--- config.mk ---
export PLATFORM = sky130hd
export DESIGN_NAME = addr_byte_serializer_flat
export DESIGN_NICKNAME = d
export VERILOG_FILES = /design/src/rtl/addr_byte_serializer_if.sv /design/src/rtl/addr_byte_serializer.sv /design/src/flat_wrapper.sv
export SDC_FILE = /design/constraint.sdc
export NUM_CORES = 1
export LEC_CHECK = 0
export ABC_AREA = 0
export BUFFER_PORTS_ARGS = -buffer_cell sky130_fd_sc_hd__buf_2
export CAP_MARGIN = 5
export CORE_UTILIZATION = 40
export CTS_BUF_LIST = sky130_fd_sc_hd__clkbuf_8 sky130_fd_sc_hd__clkbuf_16
export DETAILED_ROUTE_END_ITERATION = 10
export GPL_ROUTABILITY_DRIVEN = 0
export PLACE_DENSITY_LB_ADDON = 0.25
export SYNTH_ARGS = -nofsm -noshare
export SYNTH_HDL_FRONTEND = slang
export SYNTH_SLANG_ARGS = --single-unit
--- constraint.sdc ---
create_clock -name clk -period 1.8 [get_ports clk]
set_clock_uncertainty 0.05 [all_clocks]
set_input_delay 0.45 -clock clk [delete_from_list [all_inputs] [get_ports clk]]
set_output_delay 0.45 -clock clk [all_outputs]
set_load 0.05 [all_outputs]
--- src/rtl/addr_byte_serializer_if.sv ---
`default_nettype none
// ============================================================================
// Module      : addr_byte_serializer_if
// Description : Command side (start/addr_in) and byte-stream side
//               (valid/ready) signals of the address byte serializer.
// Revision    : 1.0 - initial release
// ============================================================================
interface addr_byte_serializer_if #(
    parameter int ADDR_W = 18
) ();
    logic              start;
    logic [ADDR_W-1:0] addr_in;
    logic [7:0]        byte_out;
    logic              byte_valid;
    logic              byte_ready;
    logic [1:0]        byte_idx;
    logic              busy;
    logic              done;

    // Serializer side.
    modport slave (
        input  start,
        input  addr_in,
        input  byte_ready,
        output byte_out,
        output byte_valid,
        output byte_idx,
        output busy,
        output done
    );

    // Requester / sink side.
    modport master (
        output start,
        output addr_in,
        output byte_ready,
        input  byte_out,
        input  byte_valid,
        input  byte_idx,
        input  busy,
        input  done
    );
endinterface : addr_byte_serializer_if
`default_nettype wire

--- src/rtl/addr_byte_serializer.sv ---
`default_nettype none
// ============================================================================
// Module      : addr_byte_serializer
// Description : Emits an address word as bytes, most significant first, over
//               a valid/ready handshake.
// Revision    : 1.0 - initial release
// ============================================================================
module addr_byte_serializer #(
    parameter int ADDR_W = 18,
    parameter int BYTE_W = 8
) (
    input  wire logic             clk,
    input  wire logic             rst,
    addr_byte_serializer_if.slave bus
);

    localparam int NBYTES = (ADDR_W + BYTE_W - 1) / BYTE_W;
    localparam int SR_W   = NBYTES * BYTE_W;
    localparam logic [1:0] LAST_IDX = 2'(NBYTES - 1);

    if ((ADDR_W < 9) || (ADDR_W > 32)) begin : g_bad_addr_w
        $error("addr_byte_serializer: ADDR_W must be within 9..32");
    end
    if (BYTE_W != 8) begin : g_bad_byte_w
        $error("addr_byte_serializer: BYTE_W must be 8");
    end

    typedef enum logic [0:0] {
        ST_IDLE = 1'b0,
        ST_SEND = 1'b1
    } state_t;

    state_t            state_q;
    logic [SR_W-1:0]   sr_q;
    logic [SR_W-1:0]   addr_ext_d;
    logic [SR_W-1:0]   sr_shifted_d;
    logic [1:0]        cnt_q;
    logic              valid_q;
    logic              busy_q;
    logic              done_q;

    // Zero-extend the address so the first byte carries the unused top bits as 0.
    if (SR_W > ADDR_W) begin : g_zero_ext
        assign addr_ext_d = {{(SR_W - ADDR_W){1'b0}}, bus.addr_in};
    end else begin : g_no_ext
        assign addr_ext_d = bus.addr_in;
    end

    assign sr_shifted_d = {sr_q[SR_W-BYTE_W-1:0], {BYTE_W{1'b0}}};

    always_ff @(posedge clk or posedge rst) begin
        if (rst) begin
            state_q <= ST_IDLE;
            sr_q    <= '0;
            cnt_q   <= 2'd0;
            valid_q <= 1'b0;
            busy_q  <= 1'b0;
            done_q  <= 1'b0;
        end else begin
            done_q <= 1'b0;
            case (state_q)
                ST_IDLE: begin
                    if (bus.start) begin
                        sr_q    <= addr_ext_d;
                        cnt_q   <= 2'd0;
                        valid_q <= 1'b1;
                        busy_q  <= 1'b1;
                        state_q <= ST_SEND;
                    end
                end
                ST_SEND: begin
                    // Everything holds under backpressure; only a handshake advances.
                    if (bus.byte_ready) begin
                        sr_q <= sr_shifted_d;
                        if (cnt_q == LAST_IDX) begin
                            cnt_q   <= 2'd0;
                            valid_q <= 1'b0;
                            busy_q  <= 1'b0;
                            done_q  <= 1'b1;
                            state_q <= ST_IDLE;
                        end else begin
                            cnt_q <= cnt_q + 2'd1;
                        end
                    end
                end
            endcase
        end
    end

    assign bus.byte_out   = sr_q[SR_W-1 -: BYTE_W];
    assign bus.byte_idx   = cnt_q;
    assign bus.byte_valid = valid_q;
    assign bus.busy       = busy_q;
    assign bus.done       = done_q;

endmodule : addr_byte_serializer
`default_nettype wire

--- src/flat_wrapper.sv ---
// flat-port wrapper written by rule: the top's interface ports become plain ports
module addr_byte_serializer_flat 
#(
    parameter int ADDR_W = 18,
    parameter int BYTE_W = 8
)
  (clk, rst, bus_start, bus_addr_in, bus_byte_ready, bus_byte_out, bus_byte_valid, bus_byte_idx, bus_busy, bus_done);
  addr_byte_serializer_if #(.ADDR_W(ADDR_W)) bus_i ();
  input  wire logic clk;
  input  wire logic rst;
  input wire logic [$bits(bus_i.start)-1:0] bus_start;
  input wire logic [$bits(bus_i.addr_in)-1:0] bus_addr_in;
  input wire logic [$bits(bus_i.byte_ready)-1:0] bus_byte_ready;
  output wire logic [$bits(bus_i.byte_out)-1:0] bus_byte_out;
  output wire logic [$bits(bus_i.byte_valid)-1:0] bus_byte_valid;
  output wire logic [$bits(bus_i.byte_idx)-1:0] bus_byte_idx;
  output wire logic [$bits(bus_i.busy)-1:0] bus_busy;
  output wire logic [$bits(bus_i.done)-1:0] bus_done;
  assign bus_i.start = bus_start;
  assign bus_i.addr_in = bus_addr_in;
  assign bus_i.byte_ready = bus_byte_ready;
  assign bus_byte_out = bus_i.byte_out;
  assign bus_byte_valid = bus_i.byte_valid;
  assign bus_byte_idx = bus_i.byte_idx;
  assign bus_busy = bus_i.busy;
  assign bus_done = bus_i.done;
  addr_byte_serializer #(.ADDR_W(ADDR_W), .BYTE_W(BYTE_W)) u_core (.clk(clk), .rst(rst), .bus(bus_i));
endmodule
# --- After elaboration in Yosys (flattened, before gate mapping) ---
# Index checks and enable logic that the tools add are counted.
word_totals:
  regBits: 29
  input_bits: 22
classes:
  mux: 18
  eq_ne: 4
  n_reduce_logical: 2
  bitwise_logic: 1
  addsub: 1
ops:
  columns: ["op", "count"]
  rows:
  - ["$mux W24", 2]
  - ["$pmux W24 S2", 1]
  - ["$mux W1", 9]
  - ["$mux W2", 3]
  - ["$ne A2 B2 Y1 const B", 3]
  - ["$pmux W1 S2", 2]
  - ["$pmux W2 S2", 1]
  - ["$reduce_and A3 Y1", 1]
  - ["$add A2 B1 Y2 const B", 1]
  - ["$eq A2 B2 Y1 const B", 1]
  - ["$reduce_and A2 Y1", 1]
  - ["$not A1 Y1", 1]

# --- Depth between registers and ports, before layout ---
# Gate-level depths: netlist of the first run.
logic_depth:
  word_depth: 4
  ltp_mapped: 5

# --- Worst setup path after synthesis of the first run ---
# OpenSTA, ideal clock, no wires.
synth_path:
  kind: "register to output"
  startpoint: "register u_core.bus.busy (netlist name)"
  endpoint: "output bus_byte_valid"
  arrival_time_ps: 922
  path_stages_with_launch: 2
  required_time_ps: 1300
  slack_ps: 378
  path_cell_list: "dfrtp_1 -> buf_4"
synth_rtl:
  columns: ["item", "line_no", "text"]
  rows:
  - ["end, declared", "flat_wrapper.sv:15", "output wire logic [$bits(bus_i.byte_valid)-1:0] bus_byte_valid;"]

# --- Final worst setup path of the first run ---
layout_path:
  startpoint: "register u_core.cnt_q[1] (netlist: u_core.bus.byte_idx[1])"
  endpoint: "output bus_byte_idx[1]"
layout_rtl:
  columns: ["item", "line_no", "text"]
  rows:
  - ["start, declared", "addr_byte_serializer.sv:37", "logic [1:0] cnt_q;"]
  - ["start signal, assigned", "addr_byte_serializer.sv:82", "cnt_q <= cnt_q + 2'd1;"]
  - ["end, declared", "flat_wrapper.sv:16", "output wire logic [$bits(bus_i.byte_idx)-1:0] bus_byte_idx;"]
# No word-level cell between the ends.

==> results.json, run 1 <==
{
  "cp.arrival_ps": 980,
  "wl_per_cell_um": 14.2,
  "tns_ps": 0,
  "ant_nets": 0,
  "synthesis.instances": 115,
  "fp-row-count": 21,
  "postCtsResizedCells": 0,
  "root_buffer": "clkbuf_8",
  "path_cells": "buf_2",
  "vias": 987,
  "cts.sinks": 29,
  "cap_violations": 0,
  "syn_area_per_cell_um2": 12.3,
  "routed_wirelength_um": 2700,
  "r2r-start": "u_core.state_q",
  "synth-main-ff-cell": "dfrtp_1",
  "worst_slew_pin_slew_ps": 688,
  "antenna_found_initial": 0,
  "hp-class": "in -> async",
  "synth_seq_cells": 29,
  "ys_top_cells_by_count": "dfrtp_1, buf_4, a221o_1, and3_1",
  "fmax_mhz": 677,
  "grt-ovfl-total": 0,
  "crit_start": "u_core.bus.byte_idx[1]",
  "num-nets-final": 165,
  "dp_hpwl_um": 1910,
  "grt_max_degree": 30,
  "ir_drop_mv": 0.911,
  "tritoncts": "built",
  "area_growth_pct": 14.1,
  "placed_cells_incl_taps": 182,
  "postCtsHoldBufs": 0,
  "firstDrtPassIters": 4,
  "fin_cells": 190,
  "rsz0062_at_grt": "no",
  "hold_viol": 0,
  "synth_compound_area_frac": 0.166,
  "layout_min_cycle_time_ps": 1480,
  "synth_most_common_cell": "dfrtp_1",
  "antenna_cells": 0,
  "syn-num-nets": 137,
  "ys_warn_count": 0,
  "ys_types": 25,
  "fp.dieH_um": 61.6,
  "crit_family": "flip-flops",
  "fp.dieW_um": 61.6,
  "initial_utilization": 0.422,
  "synth_top_family_by_area": "compound AO/OA/AOI/OAI gates",
  "slowest_stage": "dfrtp_1",
  "final_area_um2": 1620,
  "cts-root-to-sink-buffers": 2,
  "grt_pass1_vias": 938,
  "yosysTopAreaCell": "dfrtp_1",
  "worstSetupEndpointType": "primary output",
  "total_power_mw": 2.60,
  "clkTransAtPathRegs_ps": 60,
  "max_stage_delay_ps": 410,
  "portBuffers": 34,
  "fin_crit_sh": 0.821,
  "slew_viol_final": 0,
  "fin_util": 0.482,
  "syn_area_um2": 1420,
  "status": "finished, final reports clean",
  "crit_type": "reg -> out",
  "synthArstFlopShare": 1.00,
  "synthTopCellsByArea": "dfrtp_1, a221o_1, buf_4",
  "die_area_um2": 3790,
  "place_area_um2": 1540,
  "worst_ep_required_time_ps": 1300,
  "drc": 0,
  "leakage_nw": 0.858,
  "synth_xor_area_frac": 0,
  "drtIter0Drc": 47,
  "cp_max_fo": 7,
  "insertion_delay_ps": 270,
  "numCtsBuffers": 5,
  "fillCellCount": 352,
  "powerDensity_nw_per_um2": 1600,
  "ios": 35,
  "htreeDepth": 2,
  "relSlewSlack": 0.533,
  "vias_per_cell": 5.19,
  "synth.area.mux_share": 0.0837,
  "cts_setup_buffers": 0,
  "core_um2": 3360,
  "grt_pass1_wl_um": 4440,
  "ys_seq_area_frac": 0.511,
  "synth_fa_ha_area_frac": 0,
  "drive_gt1_frac": 0.347,
  "report.final.setup_viol": 0,
  "synth_edf_count": 0,
  "synthSimpleGateAreaFrac": 0.130,
  "grt_util_all_layers": 0.166,
  "synth.top_cell.area_share": 0.511,
  "cp.buffers_inverters": 1,
  "start_kind": "flip-flop"
}
==> power by group <==
| part | switching, mW | total, mW | internal [mW] |
|---|---|---|---|
| logic | 0.691 | 1.07 | 0.382 |
| clock network | 0.224 | 0.480 | 0.257 |
| registers | 0.168 | 1.04 | 0.877 |
| total | 1.08 | 2.60 | 1.52 |
==> path summary, 6_finish.rpt <==
check,to,cells after the start,slack (ps)
max reg2reg,u_core.sr_q[11],2,350
max,bus_byte_idx[1],1,320
min reg2reg,u_core.sr_q[19],1,430
min in group clk,u_core.sr_q[3],2,360
max in group asynchronous,u_core.sr_q[16],3,1220
min,u_core.sr_q[3],3,200
==> routing by layer <==
metal / up-vias / share of wire / track usage
met4: 0 / 0.0089 / 0.0571
met2: 28 / 0.46 / 0.241
met1: 472 / 0.47 / 0.235
li1: 483 / - / -
met5: - / 0 / 0
met3: 4 / 0.057 / 0.0504
==> cell usage in the layout, fill, tap and decap left out, types with 3 or more instances in the layout <==
cell type	n
and3_1	10
buf_2	34
mux2_2	4
dfrtp_1	29
nor2b_1	5
o22ai_1	3
inv_1	4
nand2_1	3
nor2_1	3
a221o_1	10
o2bb2ai_1	4
buf_4	6
clkbuf_8	5
mux2i_1	6
a22o_1	6
==> final cells by class <==
class / count / area (µm²) / share of cell area
multi-input cells: 66 / 538 / 0.332
clock inverters: 3 / 11.3 / 0.00695
clock buffers: 5 / 68.8 / 0.0425
inverters: 1 / 3.75 / 0.00232
well taps: 46 / 57.6 / 0.0355
flip-flops and latches: 29 / 726 / 0.448
repair buffers: 40 / 215 / 0.133
==> logic make-up after synthesis <==
kind of cell / count (synthesis)
multiplexers: 11
AO/OA/AOI/OAI: 26
AND/OR/NAND/NOR: 29
buffers and inverters: 20
flip-flops: 29
==> through the flow <==
stage	hold WS, ps	setup slack, ps
finish	198	323
global route	241	217
CTS	206	305
detailed placement	429	161
global placement	421	205
floorplan	408	378
==> flip-flops by register name, summed over array words and instances, names as in the netlist <==
| signal | cells |
|---|---|
| u_core.bus.byte_idx | 2 |
| u_core.sr_q | 24 |
| u_core.bus.done | 1 |
| u_core.state_q | 1 |
| u_core.bus.busy | 1 |
Power figures use the tool's default switching activity.
==> run 2, diff against run 1 <==
--- a/config.mk
+++ b/config.mk
@@ -5,7 +5,7 @@
 export SDC_FILE = /design/constraint.sdc
 export NUM_CORES = 1
 export LEC_CHECK = 0
-export ABC_AREA = 0
+export ABC_AREA = 1
 export BUFFER_PORTS_ARGS = -buffer_cell sky130_fd_sc_hd__buf_2
 export CAP_MARGIN = 5
 export CORE_UTILIZATION = 40
==> constraint.sdc (replaced) <==
create_clock -name clk -period 1.2 [get_ports clk]
set_clock_uncertainty 0.05 [all_clocks]
set_input_delay 0.3 -clock clk [delete_from_list [all_inputs] [get_ports clk]]
set_output_delay 0.3 -clock clk [all_outputs]
set_load 0.05 [all_outputs]
==> results.json, run 2 <==
{
  "vias": 1143,
  "leakage_nw": 1.02,
  "ys_warn_count": 0,
  "place_area_um2": 1570,
  "grt_util_all_layers": 0.171,
  "fin_crit_sh": 1.01,
  "powerDensity_nw_per_um2": 2640,
  "grt-ovfl-total": 0,
  "drive_gt1_frac": 0.290,
  "ir_drop_mv": 1.80,
  "dp_hpwl_um": 2010,
  "cp.buffers_inverters": 1,
  "grt_max_degree": 30,
  "synthArstFlopShare": 1.00,
  "fp.dieW_um": 60.8,
  "fp.dieH_um": 60.8,
  "r2r-start": "u_core.state_q",
  "drtIter0Drc": 24,
  "ant_nets": 0,
  "slowest_stage": "dfrtp_1",
  "clkTransAtPathRegs_ps": 60,
  "syn_area_per_cell_um2": 8.15,
  "status": "finished with violations",
  "fp-row-count": 21,
  "grt_pass1_wl_um": 4530,
  "portBuffers": 34,
  "routed_wirelength_um": 2780,
  "fin_cells": 253,
  "ys_top_cells_by_count": "nand2_1, dfrtp_1, nand3_1, buf_4, inv_1",
  "cp.arrival_ps": 860,
  "hp-class": "in -> reg",
  "antenna_found_initial": 0,
  "fin_ws_ps": -12.7,
  "slew_viol_final": 0,
  "fmax_mhz": 825,
  "insertion_delay_ps": 280,
  "drc": 0,
  "violations": "setup timing",
  "crit_family": "flip-flops",
  "synth_most_common_cell": "nand2_1",
  "max_stage_delay_ps": 410,
  "cap_violations": 0,
  "rsz0062_at_grt": "yes",
  "worstSetupEndpointType": "primary output",
  "initial_utilization": 0.415,
  "crit_start": "u_core.bus.byte_idx[0]",
  "synth-main-ff-cell": "dfrtp_1",
  "ff2ff_path_depth": 5,
  "final_cell_mix": "nand2_1, dfrtp_1, nand3_1",
  "timing.rr.end": "u_core.sr_q[8]",
  "report.final.setup_viol": 3,
  "path_cells": "buf_6",
  "syn_area_um2": 1390,
  "cts-root-to-sink-buffers": 2,
  "grt_pass1_vias": 1086,
  "placed_cells_incl_taps": 241,
  "fin_util": 0.533,
  "relSlewSlack": 0.869,
  "antenna_cells": 0,
  "vias_per_cell": 4.52,
  "r2r_slack_ps": 60,
  "ys_types": 13,
  "die_area_um2": 3700,
  "synth_seq_cells": 29,
  "tritoncts": "built",
  "hold_viol": 0,
  "crit_path_end": "bus_byte_idx[0]",
  "ios": 35,
  "synth.top_cell.area_share": 0.524,
  "num-nets-final": 228,
  "area_growth_pct": 28.4,
  "final_area_um2": 1780,
  "root_buffer": "clkbuf_8",
  "numCtsBuffers": 5,
  "htreeDepth": 2,
  "wl_per_cell_um": 11.0,
  "core_um2": 3340,
  "crit_cells": 1,
  "dp_worst_setup_slack_ps": -14.5,
  "layout_min_cycle_time_ps": 1210,
  "start_kind": "flip-flop",
  "worst_slew_pin_slew_ps": 196,
  "regMostFlops": "u_core.sr_q",
  "syn-num-nets": 192,
  "ys_seq_area_frac": 0.524,
  "largest_register_ffs": 24,
  "firstDrtPassIters": 4,
  "cts.sinks": 29,
  "worst_ep_required_time_ps": 850,
  "final_common_cell": "nand2_1",
  "yosysTopAreaCell": "dfrtp_1",
  "crit_type": "reg -> out",
  "synth_edf_count": 0,
  "synthesis.instances": 170,
  "cp_max_fo": 4,
  "total_power_mw": 4.69,
  "synthTopCellsByArea": "dfrtp_1, nand2_1, nand3_1"
}
## run 2: repair_timing
action                                  4_1_cts  5_1_grt
gates resized for setup                      26        3
endpoints found under the hold margin        17        0
setup buffers                                 1        2
endpoints found under the setup margin       32       29
hold buffers                                  1        0
pin swaps                                     0        0
## run 2: worst min-delay path by stage
stage | from | to | slack (ps) | cells past startpoint
2_1_floorplan | rst | u_core.bus.byte_idx[0] | 330 | 1
3_3_place_gp | rst | u_core.sr_q[21] | 300 | 3
3_5_place_dp | rst | u_core.sr_q[23] | 300 | 3
4_1_cts | bus_addr_in[6] | u_core.sr_q[6] | 160 | 3
5_1_grt | bus_addr_in[3] | u_core.sr_q[3] | 180 | 3
6_report | bus_addr_in[6] | u_core.sr_q[6] | 170 | 3
## run 2: power by group
part	switching [mW]	leakage, nW	total, mW	internal [mW]
registers	0.280	0.385	1.65	1.37
logic	1.44	0.583	2.29	0.850
clock network	0.358	0.0491	0.750	0.392
total	2.07	1.02	4.69	2.62
## run 2: kinds of logic after synthesis
family	count (synthesis)	share of synthesized area
AND/OR/NAND/NOR	118	0.363
buffers and inverters	23	0.113
flip-flops	29	0.524
## run 2: layer usage
layer | share of wire | track usage | up-vias
met5 | 0 | 0 | -
met3 | 0.040 | 0.0618 | 4
met1 | 0.44 | 0.192 | 521
met4 | 0.011 | 0.0682 | 0
met2 | 0.51 | 0.297 | 24
li1 | - | - | 594
## run 2: area by class of cell
type                    count  area [µm²]
fillers                   347        1560
flip-flops and latches     29         728
multi-input cells         118         522
repair buffers             46         365
clock buffers               5        68.8
well taps                  46        57.6
inverters                   6        22.5
clock inverters             3        13.8
## run 2: per-stage QoR
stage          hold WS (ps)  TNS, ps
4_1_cts                 160    -73.2
3_5_place_dp            299    -54.0
5_1_grt                 177     -118
6_report                165    -32.5
3_3_place_gp            297        0
2_1_floorplan           328        0
==> run 3, diff against run 2 <==
--- a/config.mk
+++ b/config.mk
@@ -5,7 +5,6 @@
 export SDC_FILE = /design/constraint.sdc
 export NUM_CORES = 1
 export LEC_CHECK = 0
-export ABC_AREA = 1
 export BUFFER_PORTS_ARGS = -buffer_cell sky130_fd_sc_hd__buf_2
 export CAP_MARGIN = 5
 export CORE_UTILIZATION = 40
==> results.json, run 3 (synthesized netlist as in run 1, its figures left out) <==
{
  "dp_hpwl_um": 1980,
  "crit_type": "reg -> reg",
  "fmax_mhz": 759,
  "ant_nets": 0,
  "r2r-start": "u_core.state_q",
  "numCtsBuffers": 5,
  "worstSetupEndpointType": "flip-flop",
  "hold_start": "bus_addr_in[3]",
  "start_kind": "flip-flop",
  "fp-row-count": 21,
  "hold_viol": 0,
  "violations": "setup timing",
  "core_um2": 3360,
  "relSlewSlack": 0.801,
  "num-nets-final": 185,
  "worst_slew_pin_slew_ps": 293,
  "tritoncts": "built",
  "drtIter0Drc": 39,
  "slew_viol_final": 0,
  "fp.dieH_um": 61.6,
  "area_growth_pct": 38.1,
  "grt_util_all_layers": 0.190,
  "vias": 1100,
  "worst_ep_required_time_ps": 1310,
  "largest_register_ffs": 24,
  "portBuffers": 34,
  "layout_min_cycle_time_ps": 1320,
  "r2r_slack_ps": -120,
  "status": "finished with violations",
  "seq_area_um2": 731,
  "grt-ovfl-total": 0,
  "multi_input_area_um2": 572,
  "routed_wirelength_um": 3060,
  "final_cell_mix": "dfrtp_1, buf_2, buf_4",
  "tns_ps": -1430,
  "report.final.setup_viol": 24,
  "htreeDepth": 2,
  "hold_depth": 2,
  "ir_drop_mv": 1.69,
  "vias_per_cell": 5.24,
  "cap_violations": 0,
  "drc": 0,
  "cts-root-to-sink-buffers": 2,
  "root_buffer": "clkbuf_8",
  "fin_crit_sh": 1.10,
  "hp-class": "in -> reg",
  "timing.rr.end": "u_core.sr_q[9]",
  "worstHoldEndpoint": "u_core.sr_q[3]",
  "firstDrtPassIters": 4,
  "fp.dieW_um": 61.6,
  "leakage_nw": 1.00,
  "ios": 35,
  "regMostFlops": "u_core.sr_q",
  "grt_pass1_wl_um": 4970,
  "insertion_delay_ps": 280,
  "drive_gt1_frac": 0.488,
  "wl_per_cell_um": 14.6,
  "grt_pass1_vias": 1056,
  "cp_max_fo": 7,
  "initial_utilization": 0.422,
  "fin_util": 0.583,
  "fillCellCount": 320,
  "powerDensity_nw_per_um2": 2420,
  "cp.arrival_ps": 1430,
  "clkTransAtPathRegs_ps": 60,
  "final_common_cell": "dfrtp_1",
  "fin_ws_ps": -118,
  "antenna_found_initial": 0,
  "antenna_cells": 0,
  "ff2ff_path_depth": 3,
  "cts.sinks": 29,
  "grt_max_degree": 30,
  "die_area_um2": 3790,
  "rsz0062_at_grt": "yes"
}
## run 3: cell types whose count changed in the layout (fill, tap and decap cells not counted), moves of 4 or more
cell       delta
nand3_1      -25
inv_1         -5
mux2i_1       +6
nand2_1      -78
and3_1        +8
mux2_2        +4
a22o_1        +6
o2bb2ai_1     +4
buf_4        +11
a221o_1      +10
## run 3: critical path, cell delays in order (launching register included)
cell and delay (ps):
dfrtp_2 450, mux2i_4 240, buf_12 150, a221o_1 310
## run 3: how the worst max path moves through the flow
stage | start | end | slack, ps | cells past startpoint
after detailed placement | u_core.state_q | u_core.sr_q[14] | -280 | 2
after CTS | u_core.state_q | u_core.sr_q[9] | -120 | 3
after global placement | u_core.state_q | u_core.sr_q[8] | -200 | 2
after floorplan | u_core.bus.byte_idx[0] | u_core.bus.byte_idx[0] | -30 | 2
after global routing | u_core.state_q | u_core.sr_q[8] | -150 | 3
final | u_core.state_q | u_core.sr_q[9] | -120 | 3
## run 3: what timing repair did
action	4_1_cts	5_1_grt
cloned	0	1
pin swaps	0	5
setup endpoints to repair	36	33
gates resized for setup	32	1
setup buffers	10	4
hold buffers	1	0
endpoints found under the hold margin	29	0
## run 3: stage by stage
stage          worst slack, ps  power (mW)  hold slack, ps  cell area (µm²)  instances
2_1_floorplan            -27.7        3.08             328             1440        115
3_3_place_gp              -202        3.20             292             1600        186
3_5_place_dp              -284        3.26             297             1600        186
4_1_cts                   -122        4.65             191             1900        205
5_1_grt                   -149        5.02             183             1960        210
6_report                  -118        4.74             199             1960        210
## run 3: final cells by class
cell class                      count  area share
Multi-Input combinational cell     66       0.292
Sequential cell                    29       0.373
Timing Repair Buffer               60       0.253
Clock buffer                        7      0.0491
Inverter                            1     0.00191
Tap cell                           46      0.0294
Clock inverter                      1     0.00255
## run 3: metal layers
metal  global-route usage  part of all wire  vias to the layer above
met2                0.281              0.46                       28
met1                0.234              0.46                      541
met5                    0                 0                        -
li1                     -                 -                      525
met4                0.121             0.024                        0
met3               0.0693             0.050                        6
## run 3: where the power goes
| part | internal (mW) | switching (mW) | total, mW |
|---|---|---|---|
| logic | 1.10 | 1.16 | 2.26 |
| clock network | 0.517 | 0.364 | 0.881 |
| registers | 1.33 | 0.273 | 1.60 |
